**src/rtl/forward_ctrl_pkg.sv**
```systemverilog
// forward_ctrl_pkg: shared encodings for the operand-forwarding controller.
//   fwd_sel_e  : EX operand mux select (regfile / EX-MEM result / MEM-WB result)
//   fc_state_e : load-use FSM states
package forward_ctrl_pkg;

  localparam int REG_AW_DEF = 5;    // RegAddrBus width
  localparam int ZERO_REG_DEF = 31; // XZR, never forwarded

  typedef enum logic [1:0] {
    FWD_REG   = 2'b00,
    FWD_EXMEM = 2'b01,
    FWD_MEMWB = 2'b10
  } fwd_sel_e;

  typedef enum logic {
    S_RUN    = 1'b0,
    S_BUBBLE = 1'b1
  } fc_state_e;

endpackage

```
**src/rtl/forward_ctrl_match.sv**
```systemverilog
// fwd_match: combinational producer match for one source operand.
//   src/used             : source register address and whether it is read
//   ex_*                 : tracking slot for the instruction in EX
//   mem_*                : tracking slot for the instruction in MEM
//   sel                  : forwarding select (EX slot beats MEM slot)
//   load_hit             : EX-slot producer is a load (load-use hazard source)
module fwd_match
  import forward_ctrl_pkg::*;
#(
  parameter int REG_AW   = REG_AW_DEF,
  parameter int ZERO_REG = ZERO_REG_DEF
) (
  input  logic [REG_AW-1:0] src,
  input  logic              used,
  input  logic              ex_vld,
  input  logic              ex_wreg,
  input  logic              ex_load,
  input  logic [REG_AW-1:0] ex_rd,
  input  logic              mem_vld,
  input  logic              mem_wreg,
  input  logic [REG_AW-1:0] mem_rd,
  output fwd_sel_e          sel,
  output logic              load_hit
);
  logic live, ex_hit, mem_hit;

  assign live    = used && (src != REG_AW'(ZERO_REG));
  assign ex_hit  = live && ex_vld && ex_wreg && (ex_rd == src);
  assign mem_hit = live && mem_vld && mem_wreg && (mem_rd == src);

  // EX slot holds the younger producer, so it takes priority.
  always_comb begin
    sel = FWD_REG;
    if (ex_hit)       sel = FWD_EXMEM;
    else if (mem_hit) sel = FWD_MEMWB;
  end

  assign load_hit = ex_hit && ex_load;
endmodule

```
**src/rtl/forward_ctrl.sv**
```systemverilog
// forward_ctrl: operand-forwarding and load-use hazard control for the
// 5-stage integer pipeline.
//   clk, rst            : clock, synchronous active-high reset
//   hold_i              : freeze everything (memory wait)
//   flush_i             : squash the instruction in ID
//   id_*                : decoded fields of the instruction in ID
//   fwd_a_sel_o/b_sel_o : registered EX operand mux selects
//   stall_o             : combinational load-use stall request
//   ex_slot_valid_o     : EX tracking slot occupied
module forward_ctrl
  import forward_ctrl_pkg::*;
#(
  parameter int REG_AW   = REG_AW_DEF,
  parameter int ZERO_REG = ZERO_REG_DEF
) (
  input  logic              clk,
  input  logic              rst,
  input  logic              hold_i,
  input  logic              flush_i,
  input  logic              id_valid_i,
  input  logic [REG_AW-1:0] id_rn_i,
  input  logic [REG_AW-1:0] id_rm_i,
  input  logic              id_rn_used_i,
  input  logic              id_rm_used_i,
  input  logic [REG_AW-1:0] id_rd_i,
  input  logic              id_wreg_i,
  input  logic              id_load_i,
  output logic [1:0]        fwd_a_sel_o,
  output logic [1:0]        fwd_b_sel_o,
  output logic              stall_o,
  output logic              ex_slot_valid_o
);
  logic              ex_vld, ex_wreg, ex_load;
  logic [REG_AW-1:0] ex_rd;
  logic              mem_vld, mem_wreg;
  logic [REG_AW-1:0] mem_rd;

  fc_state_e state, state_nx;

  logic [1:0][REG_AW-1:0] src;
  logic [1:0]             used, ld_hit;
  fwd_sel_e               sel [2];
  logic                   id_live, hazard;

  assign id_live = id_valid_i && !flush_i;
  assign src     = {id_rm_i, id_rn_i};
  assign used    = {id_rm_used_i, id_rn_used_i};

  // Index 0 = Rn (operand A), index 1 = Rm (operand B).
  for (genvar g = 0; g < 2; g++) begin : g_src
    fwd_match #(.REG_AW(REG_AW), .ZERO_REG(ZERO_REG)) u_match (
      .src      (src[g]),
      .used     (used[g]),
      .ex_vld   (ex_vld),
      .ex_wreg  (ex_wreg),
      .ex_load  (ex_load),
      .ex_rd    (ex_rd),
      .mem_vld  (mem_vld),
      .mem_wreg (mem_wreg),
      .mem_rd   (mem_rd),
      .sel      (sel[g]),
      .load_hit (ld_hit[g])
    );
  end

  // Both operands hitting the same load still give a single stall; flush
  // removes the consumer so there is nothing to protect.
  assign hazard  = (state == S_RUN) && id_live && (|ld_hit);
  assign stall_o = hazard && !hold_i;

  always_comb begin
    state_nx = state;
    if (!hold_i) begin
      case (state)
        S_RUN:    if (hazard) state_nx = S_BUBBLE;
        S_BUBBLE: state_nx = S_RUN;
        default:  state_nx = S_RUN;
      endcase
    end
  end

  // On a stall the load moves on to MEM and a bubble enters EX; during the
  // BUBBLE cycle the held consumer re-evaluates and finds the load in MEM.
  always_ff @(posedge clk) begin
    if (rst) begin
      state       <= S_RUN;
      ex_vld      <= 1'b0;
      ex_wreg     <= 1'b0;
      ex_load     <= 1'b0;
      ex_rd       <= '0;
      mem_vld     <= 1'b0;
      mem_wreg    <= 1'b0;
      mem_rd      <= '0;
      fwd_a_sel_o <= FWD_REG;
      fwd_b_sel_o <= FWD_REG;
    end else if (!hold_i) begin
      state    <= state_nx;
      mem_vld  <= ex_vld;
      mem_wreg <= ex_wreg;
      mem_rd   <= ex_rd;
      if (stall_o) begin
        ex_vld      <= 1'b0;
        ex_wreg     <= 1'b0;
        ex_load     <= 1'b0;
        fwd_a_sel_o <= FWD_REG;
        fwd_b_sel_o <= FWD_REG;
      end else begin
        ex_vld      <= id_live;
        ex_wreg     <= id_wreg_i;
        ex_load     <= id_load_i;
        ex_rd       <= id_rd_i;
        fwd_a_sel_o <= id_live ? sel[0] : FWD_REG;
        fwd_b_sel_o <= id_live ? sel[1] : FWD_REG;
      end
    end
  end

  assign ex_slot_valid_o = ex_vld;
endmodule

```
**config.mk**
```make
export PLATFORM = sky130hd
export DESIGN_NAME = forward_ctrl
export DESIGN_NICKNAME = d
export VERILOG_FILES = /design/src/rtl/forward_ctrl_pkg.sv /design/src/rtl/forward_ctrl_match.sv /design/src/rtl/forward_ctrl.sv
export SDC_FILE = /design/constraint.sdc
export NUM_CORES = 1
export LEC_CHECK = 0
export BUFFER_PORTS_ARGS = -buffer_cell sky130_fd_sc_hd__buf_2
export CAP_MARGIN = 20
export CELL_PAD_IN_SITES_DETAIL_PLACEMENT = 1
export CELL_PAD_IN_SITES_GLOBAL_PLACEMENT = 2
export CORE_ASPECT_RATIO = 0.8
export CORE_MARGIN = 8
export CORE_UTILIZATION = 30
export CTS_CLUSTER_SIZE = 25
export DETAILED_ROUTE_END_ITERATION = 10
export PLACE_DENSITY = 0.89
export REMOVE_ABC_BUFFERS = 1
export SETUP_SLACK_MARGIN = 0.02
export SLEW_MARGIN = 20
export SYNTH_ARGS = -nofsm -noshare
export SYNTH_HDL_FRONTEND = slang
export SYNTH_SLANG_ARGS = --single-unit
```
**constraint.sdc**
```tcl
create_clock -name clk -period 2.95 [get_ports clk]
set_input_delay 0.885 -clock clk [delete_from_list [all_inputs] [get_ports clk]]
set_output_delay 0.885 -clock clk [all_outputs]
set_load 0.03 [all_outputs]
```
* Word level (Yosys, flattened, before mapping)
Index checks and enable logic that the tools add are counted.
** Cells by class
- Order comparisons :: 0
- Eq/ne operators :: 6
- Muxes and demuxes :: 13
- Div/mod/pow operators :: 0
- Shift operators :: 0
- Multiply operators :: 0
- Reductions and logical operators :: 24
- $add $sub $neg :: 0
- Bitwise logic cells :: 3
** Operators by type and width (number)
- $eq 5x5->1 :: 4
- $logic_and 1x1->1 :: 20
- $mux 2 :: 8
- $ne 5x5->1 const B :: 2
- $mux 1 :: 4
- $not 1->1 :: 3
- $logic_not 1->1 :: 2
- $pmux 1 s2 :: 1
- $reduce_and 2->1 :: 1
- $reduce_or 2->1 :: 1
** Storage, ports and cells
- Bits in writable memories :: 0
- Word-level logic and storage cells :: 56
- Bits in registers :: 20
- Latch bits :: 0
- Memory bits (read-only) :: 0
- Output and inout bits :: 6
- Memories :: 0

* Logic depth before layout (Yosys ltp)
Gate-level depths: netlist of run 1.
- Depth after elaboration :: 11
- Gate-level depth with buffers :: 6
- Mapped depth without buffers :: 5

* Cells and area by module
Synthesis of run 1 repeated with hierarchy kept, for this count alone.
** Unflattened totals
- Cells, all modules :: 138
- Area, all modules :: 1275.0 um^2
** Modules (own cells, without submodules)
- forward_ctrl :: area each 952.2 um^2, cells each 98, seq. area each 400.4 um^2, times used 1
- fwd_match :: area each 161.4 um^2, cells each 20, seq. area each 0.0 um^2, times used 2

* Least setup slack after synthesis of run 1
No wires, ideal clock.
- Path kind :: input-to-output
- Start point :: input port id_rm_i[1]
- End point :: output port stall_o
- Path buffers :: 1
- Slack :: -72 ps
- Cell stages on the path :: 5
- Arrival :: 2137 ps
- Path through :: xnor2_1 -> nand4_1 -> or3_4 -> buf_6 -> a211oi_2
** On the way
- Word-level cells in the longest chain between the ends :: 9
- Elaborated cells between the ends (all ways) :: 10
- Those cells by class :: eq/ne: 2; reduce/logical: 8
** Ends and longest elaborated chain
- from (decl) :: line forward_ctrl.sv:22 : input logic [REG_AW-1:0] id_rm_i,
- $ne 5x5->1 :: line forward_ctrl_match.sv:27 : assign live = used && (src != REG_AW'(ZERO_REG));
- $logic_and 1x1->1 :: line forward_ctrl_match.sv:27
- $logic_and 1x1->1 (2 in a row) :: line forward_ctrl_match.sv:28 : assign ex_hit = live && ex_vld && ex_wreg && (ex_rd == src);
- $logic_and 1x1->1 * :: line forward_ctrl_match.sv:28
- $logic_and 1x1->1 * :: line forward_ctrl_match.sv:38 : assign load_hit = ex_hit && ex_load;
- $reduce_or 2->1 * :: line forward_ctrl.sv:68 : assign hazard = (state == S_RUN) && id_live && (|ld_hit);
- $logic_and 1x1->1 * :: line forward_ctrl.sv:68
- $logic_and 1x1->1 * :: line forward_ctrl.sv:69 : assign stall_o = hazard && !hold_i;
- to (decl) :: line forward_ctrl.sv:30 : output logic stall_o,
Mark *: on every way between the ends. The rest lies on a longest branch, timed or not.

* Final worst setup path of run 1
- Start point :: input port id_rn_i[0]
- End point :: output port stall_o
** On the way
- Word-level cells in the longest chain between the ends :: 9
- Elaborated cells between the ends (all ways) :: 10
- Those cells by class :: eq/ne: 2; reduce/logical: 8
** Ends and longest elaborated chain
- from (decl) :: line forward_ctrl.sv:21 : input logic [REG_AW-1:0] id_rn_i,
- $ne 5x5->1 :: line forward_ctrl_match.sv:27
- $logic_and 1x1->1 :: line forward_ctrl_match.sv:27
- $logic_and 1x1->1 (2 in a row) :: line forward_ctrl_match.sv:28
- $logic_and 1x1->1 * :: line forward_ctrl_match.sv:28
- $logic_and 1x1->1 * :: line forward_ctrl_match.sv:38
- $reduce_or 2->1 * :: line forward_ctrl.sv:68
- $logic_and 1x1->1 * :: line forward_ctrl.sv:68
- $logic_and 1x1->1 * :: line forward_ctrl.sv:69
Marks and branches as above.

==> impl_metrics.json, run 1 <==
{
  "status": "complete, but fails checks",
  "violations": "negative setup slack",
  "rows": 20,
  "fmax_mhz": 333.7,
  "yosysWarningCount": 0,
  "fin_tns_setup_ns": -0.04686,
  "die_height_um": 71.44,
  "via_per_inst": 5.275,
  "synth_area_sq_mm": 0.001152,
  "cp.required_ns": 2.07,
  "critPathKind": "primary input to output pin",
  "die_area_sq_mm": 0.006093,
  "crit_end": "stall_o",
  "power.density_mw_per_mm2": 409.3,
  "root_buffer": "clkbuf_8",
  "drv_cap": 0,
  "skew_ns": 0.001764,
  "layout.nets": 199,
  "grtUsageTotal_pct": 12.57,
  "first_pass_iters": 4,
  "io_pins": 30,
  "fin_ws_ns": -0.04686,
  "critPathMostFrequentCell": "buf_6",
  "drv_slew": 0,
  "slowest_delay_ns": 0.42,
  "max_slew_margin_pct": 62.63,
  "cts_buffers": 3,
  "synth_top_cell_by_area": "dfxtp_1",
  "yosys.area.top_type_share_pct": 34.74,
  "post-route-drc-count": 0,
  "initialDrtViolationCount": 49,
  "wl_um": 3827,
  "crit_path_max_fanout": 3,
  "r2r_start": "ex_rd[0]",
  "vias": 1150,
  "period_needed_ns": 2.997,
  "wl_met3_um": 68,
  "grt_max_degree": 18,
  "htreeDepth": 1,
  "cp_top_family": "simple AND/OR/NAND/NOR gates",
  "crit_path_cell_trace": "buf_6, xnor2_2, nand4_1, or3_4, a211oi_4, buf_6",
  "yosys-top-cells-area": "dfxtp_1 (35%), xnor2_1 (12%), mux2i_1 (6.1%)",
  "m1WireLength_um": 1752,
  "crit_slowest_cell": "or3_4",
  "r2r_setup_slack_ns": 0.83,
  "cts_tree": "done",
  "grt_pass1_vias": 1273,
  "worst_slew_pin_slew_ns": 0.5594,
  "core_area_sq_mm": 0.003754,
  "p_leak_uw": 0.0006545,
  "cp_num_buf_inv": 2,
  "hp-class": "flip-flop to flip-flop",
  "rr_endpoint": "ex_rd[4]",
  "routedWlPerCell_um": 17.56,
  "holdWs_ns": 0.4547,
  "maxUsedRoutingLayer": "met4",
  "syn_inst": 134,
  "die_x_um": 85.29,
  "clk_latency_ns": 0.26,
  "hpwl_um": 2915,
  "startpoint": "id_rn_i[0]",
  "cts.clk_slew.worst_paths_ns": 0.08,
  "antenna_left": 0,
  "synth.avg_cell_area_sq_um": 8.600,
  "yosysSeqAreaShare_pct": 34.74,
  "worstSetupStartpointType": "primary input",
  "clockBufferDepth": 2,
  "finalSetupViolations": 1,
  "peakVddDrop_mv": 0.1828,
  "worst_r2r_path_depth": 7,
  "min_from": "fwd_b_sel_o[0]",
  "final.fill_count": 455,
  "place.gp.congestion": 0.8601,
  "start_util_pct": 30.70,
  "layout-drive-gt1-share_pct": 34.48,
  "hold_viol_final": 0,
  "rsz0062_at_grt": "true",
  "hold_buffers": 0,
  "clkSinkCount": 20,
  "synth.ff_latch_count": 20,
  "dr_wl_met2_um": 1966,
  "cp.arrival_ns": 2.11,
  "ys_types": 30,
  "path_depth": 6,
  "antenna_found_initial": 0,
  "grt_pass1_wl_um": 6120,
  "fin_crit_sh_pct": 101.6,
  "cp-end-kind": "output pin",
  "portBuffers": 29,
  "syn2layout_area_growth_pct": 37.46,
  "antenna_cells": 0,
  "overflow": 0
}
==> worst min-delay path by stage <==
stage	slack, ns	cells after the start	to
after floorplan	0.43	2	ex_load
after global placement	0.44	2	fwd_a_sel_o[0]
after detailed placement	0.44	2	fwd_b_sel_o[0]
after CTS	0.46	2	fwd_b_sel_o[0]
after global routing	0.48	2	fwd_a_sel_o[0]
final	0.45	2	fwd_b_sel_o[0]
==> logic make-up (layout without fill, tap and decap cells) <==
| logic type | Yosys count | in the layout | synth area share (%) |
|---|---|---|---|
| AO/OA/AOI/OAI | 25 | 25 | 14.55 |
| XOR/XNOR | 20 | 20 | 15.20 |
| buffers and inverters | 8 | 48 | 3.691 |
| flip-flops | 20 | 20 | 34.74 |
| multiplexers | 7 | 7 | 6.081 |
| AND/OR/NAND/NOR | 54 | 54 | 25.73 |
==> placed cells by master (no fill, tap or decap) <==
master    Yosys  layout
a211oi_4      0       1
a21oi_1       6       6
a311o_1       5       5
and2_1        1       1
and4_1        4       4
and4_2        1       1
buf_2         1      23
buf_4         1      15
buf_6         1       4
buf_8         0       1
clkbuf_8      0       4
dfxtp_1      20      20
inv_1         1       1
mux2i_1       7       7
nand2_1      17      17
nand3_1       7       7
nand3b_1      6       6
nand4_1       2       2
nor2_1        9       9
nor2b_1       1       1
nor4_1        2       2
nor4b_1       1       1
o211ai_1      2       2
o21ai_0      10       8
o21ai_1       0       2
o21ba_2       1       1
or3_4         1       2
or4b_1        1       1
xnor2_1      16       8
xnor2_2       0       8
xor2_1        4       4
==> report_power, final <==
group / internal (uW) / switching, uW / total (uW) / leakage (uW)
Combinational: 71.3 / 54.7 / 126 / 0.000462
Sequential: 283 / 22.2 / 305 / 0.000164
Clock: 119 / 98.5 / 217 / 0.0000288
==> sequential cells by signal, summed over array words and instances, names as in the netlist <==
name,flops
fwd_b_sel_o,2
mem_vld,1
fwd_a_sel_o,2
ex_load,1
ex_wreg,1
mem_wreg,1
mem_rd,5
ex_slot_valid_o,1
ex_rd,5
state,1
==> cell usage after synthesis <==
cell type  count
dfxtp_1       20
nand2_1       17
xnor2_1       16
o21ai_0       10
nor2_1         9
mux2i_1        7
nand3_1        7
a21oi_1        6
nand3b_1       6
a311o_1        5
and4_1         4
xor2_1         4
clkbuf_1       3
nand4_1        2
nor4_1         2
o211ai_1       2
a211oi_2       1
and2_1         1
and4_2         1
buf_1          1
buf_2          1
buf_4          1
buf_6          1
inv_1          1
nor2b_1        1
nor4b_1        1
o21ba_2        1
or3_1          1
or3_4          1
or4b_1         1
==> final cells by class <==
type | count | area, sq um | share of cell area (%)
timing repair buffer | 43 | 287.8 | 18.17
clock buffer | 4 | 55.05 | 3.476
inverter | 1 | 3.754 | 0.2370
sequential | 20 | 400.4 | 25.28
tap | 44 | 55.05 | 3.476
multi-input combinational | 106 | 782.0 | 49.37
==> metrics by stage <==
step                      instance area (sq um)  setup WS [ns]  power (uW)  cells  util (%)
after global placement                     1411       -0.09305       411.8    213     37.60
final                                      1584       -0.04686       648.3    218     42.20
after global routing                       1584       -0.07437       672.7    218     42.20
after floorplan                            1114       -0.03338       359.8    127         -
after CTS                                  1559       -0.02955       646.9    218     41.53
after detailed placement                   1411        -0.1397       417.6    213     37.60
==> per-layer routing <==
metal / up-vias / GRT usage, %
li1: 565 / -
met3: 4 / 2.400
met4: 0 / 3.682
met2: 18 / 23.36
met5: - / 0
met1: 563 / 14.18
==> worst min-delay path: cells and delay by family, from the launching register on <==
family | cells | cell delay, ns
AO/OA/AOI/OAI | 1 | 0.05
flip-flops | 1 | 0.33
AND/OR/NAND/NOR | 1 | 0.05
==> repair_timing <==
action,CTS,global route
setup buffers,1,0
endpoints found under the hold margin,0,0
gates resized for setup,18,5
setup endpoints to repair,1,1
pin swaps,8,3
Power figures use the tool's default switching activity.
==> run 2, diff against run 1 <==
--- a/config.mk
+++ b/config.mk
@@ -14,7 +14,7 @@
 export CORE_UTILIZATION = 30
 export CTS_CLUSTER_SIZE = 25
 export DETAILED_ROUTE_END_ITERATION = 10
-export PLACE_DENSITY = 0.89
+export PLACE_DENSITY_LB_ADDON = 0.1
 export REMOVE_ABC_BUFFERS = 1
 export SETUP_SLACK_MARGIN = 0.02
 export SLEW_MARGIN = 20
==> impl_metrics.json, run 2 (synthesis results as in run 1) <==
{
  "status": "complete, but fails checks",
  "violations": "negative setup slack",
  "drv_slew": 0,
  "htreeDepth": 1,
  "dpl_worst_slack_ns": -0.1094,
  "cts_buffers": 3,
  "antenna_cells": 0,
  "rows": 20,
  "initialDrtViolationCount": 46,
  "p_leak_uw": 0.0006759,
  "grt_pass1_wl_um": 6465,
  "via_per_inst": 5.215,
  "cp.required_ns": 2.07,
  "first_pass_iters": 4,
  "crit_path_cell_trace": "buf_4, xnor2_2, nand4_1, or3_4, a211oi_4, buf_6",
  "crit_path_max_fanout": 3,
  "drv_cap": 0,
  "root_buffer": "clkbuf_8",
  "rr_endpoint": "ex_rd[4]",
  "cp-end-kind": "output pin",
  "top_regs": "ex_rd x5, mem_rd x5",
  "hold_viol_final": 0,
  "max_slew_margin_pct": 61.90,
  "wl_um": 3825,
  "antenna_found_initial": 0,
  "grt_pass1_vias": 1248,
  "slowest_delay_ns": 0.37,
  "grt_max_degree": 17,
  "antenna_left": 0,
  "syn2layout_area_growth_pct": 41.15,
  "place.gp.congestion": 0.7571,
  "routedWlPerCell_um": 17.47,
  "cp.arrival_ns": 2.10,
  "layout-drive-gt1-share_pct": 36.57,
  "hpwl_um": 2913,
  "worstSetupStartpointType": "primary input",
  "worst_slew_pin_slew_ns": 0.5694,
  "portBuffers": 29,
  "finalSetupViolations": 1,
  "skew_ns": 0.007466,
  "vias": 1142,
  "die_x_um": 85.29,
  "peakVddDrop_mv": 0.2232,
  "dpl.cell_count": 216,
  "critPathKind": "primary input to output pin",
  "fin_cells": 219,
  "die_height_um": 71.44,
  "cts_setup_buffers": 0,
  "clkSinkCount": 20,
  "core_area_sq_mm": 0.003754,
  "io_pins": 30,
  "holdPathEnd": "fwd_b_sel_o[0]",
  "fin_crit_sh_pct": 101.2,
  "power.density_mw_per_mm2": 380.6,
  "min_from": "fwd_b_sel_o[0]",
  "start_util_pct": 30.70,
  "layout.nets": 201,
  "hp-class": "flip-flop to flip-flop",
  "grtUsageTotal_pct": 13.46,
  "holdPathStages": 2,
  "final_cell_mix": "dfxtp_1 (20), buf_2 (20), nand2_1 (17), buf_4 (17), xnor2_2 (10)",
  "worst_r2r_path_depth": 6,
  "overflow": 0,
  "crit_slowest_cell": "or3_4",
  "fmax_mhz": 334.8,
  "r2r_start": "ex_rd[0]",
  "cts_tree": "done",
  "rsz0062_at_grt": "true",
  "clockBufferDepth": 2,
  "cts.clk_slew.worst_paths_ns": 0.07,
  "fin_ws_ns": -0.03668,
  "post-route-drc-count": 0,
  "clk_latency_ns": 0.26,
  "period_needed_ns": 2.987,
  "r2r_setup_slack_ns": 0.97,
  "die_area_sq_mm": 0.006093
}
## run 2: critical path, delay by kind of cell
family	cells	cell delay (ns)
xor+xnor	1	0.15
buf+inv	2	0.30
compound gates	1	0.29
simple gates	2	0.47
## run 2: stage by stage
stage	util (%)	power, uW	area [sq um]	TNS, ns	hold slack, ns
after CTS	42.50	622.3	1595	-0.005668	0.4780
final	43.33	619.1	1627	-0.03668	0.4681
after global placement	38.20	418.6	1434	-0.09203	0.4351
after floorplan	-	359.8	1114	-0.03338	0.4250
after detailed placement	38.20	421.3	1434	-0.1094	0.4568
after global routing	43.33	659.7	1627	-0.09116	0.5099
## run 2: what timing repair did
action | 4_1_cts | 5_1_grt
setup endpoints to repair | 1 | 1
hold buffers | 0 | 0
gates resized for setup | 27 | 7
pin swaps | 13 | 2
## run 2: how the worst max path moves through the flow
stage	from	endpoint	slack (ns)	depth (start not counted)
6_report	id_rm_i[1]	stall_o	-0.04	6
2_1_floorplan	id_rn_i[0]	stall_o	-0.03	4
4_1_cts	id_rn_i[0]	stall_o	-0.006	6
3_5_place_dp	id_rm_i[4]	stall_o	-0.11	6
3_3_place_gp	id_rm_i[1]	stall_o	-0.09	6
5_1_grt	id_rm_i[1]	stall_o	-0.09	6
## run 2: cell type report
type | count | area, sq um
Clock buffer | 3 | 41.29
Fill cell | 446 | 2127
Inverter | 1 | 3.754
Multi-Input combinational cell | 106 | 800.8
Sequential cell | 20 | 400.4
Tap cell | 44 | 55.05
Timing Repair Buffer | 45 | 325.3
## run 2: power breakdown
part,internal (uW),switching [uW],leakage [uW]
Clock,90.8,86.1,0.0000216
Sequential,283,22.1,0.000164
Combinational,80.1,57.2,0.000491
## run 2: layer usage
layer / routed length, um / GRT usage [%]
met1: 1874 / 17.62
met2: 1687 / 20.76
met3: 207 / 3.429
met4: 55 / 4.845
met5: 0 / 0
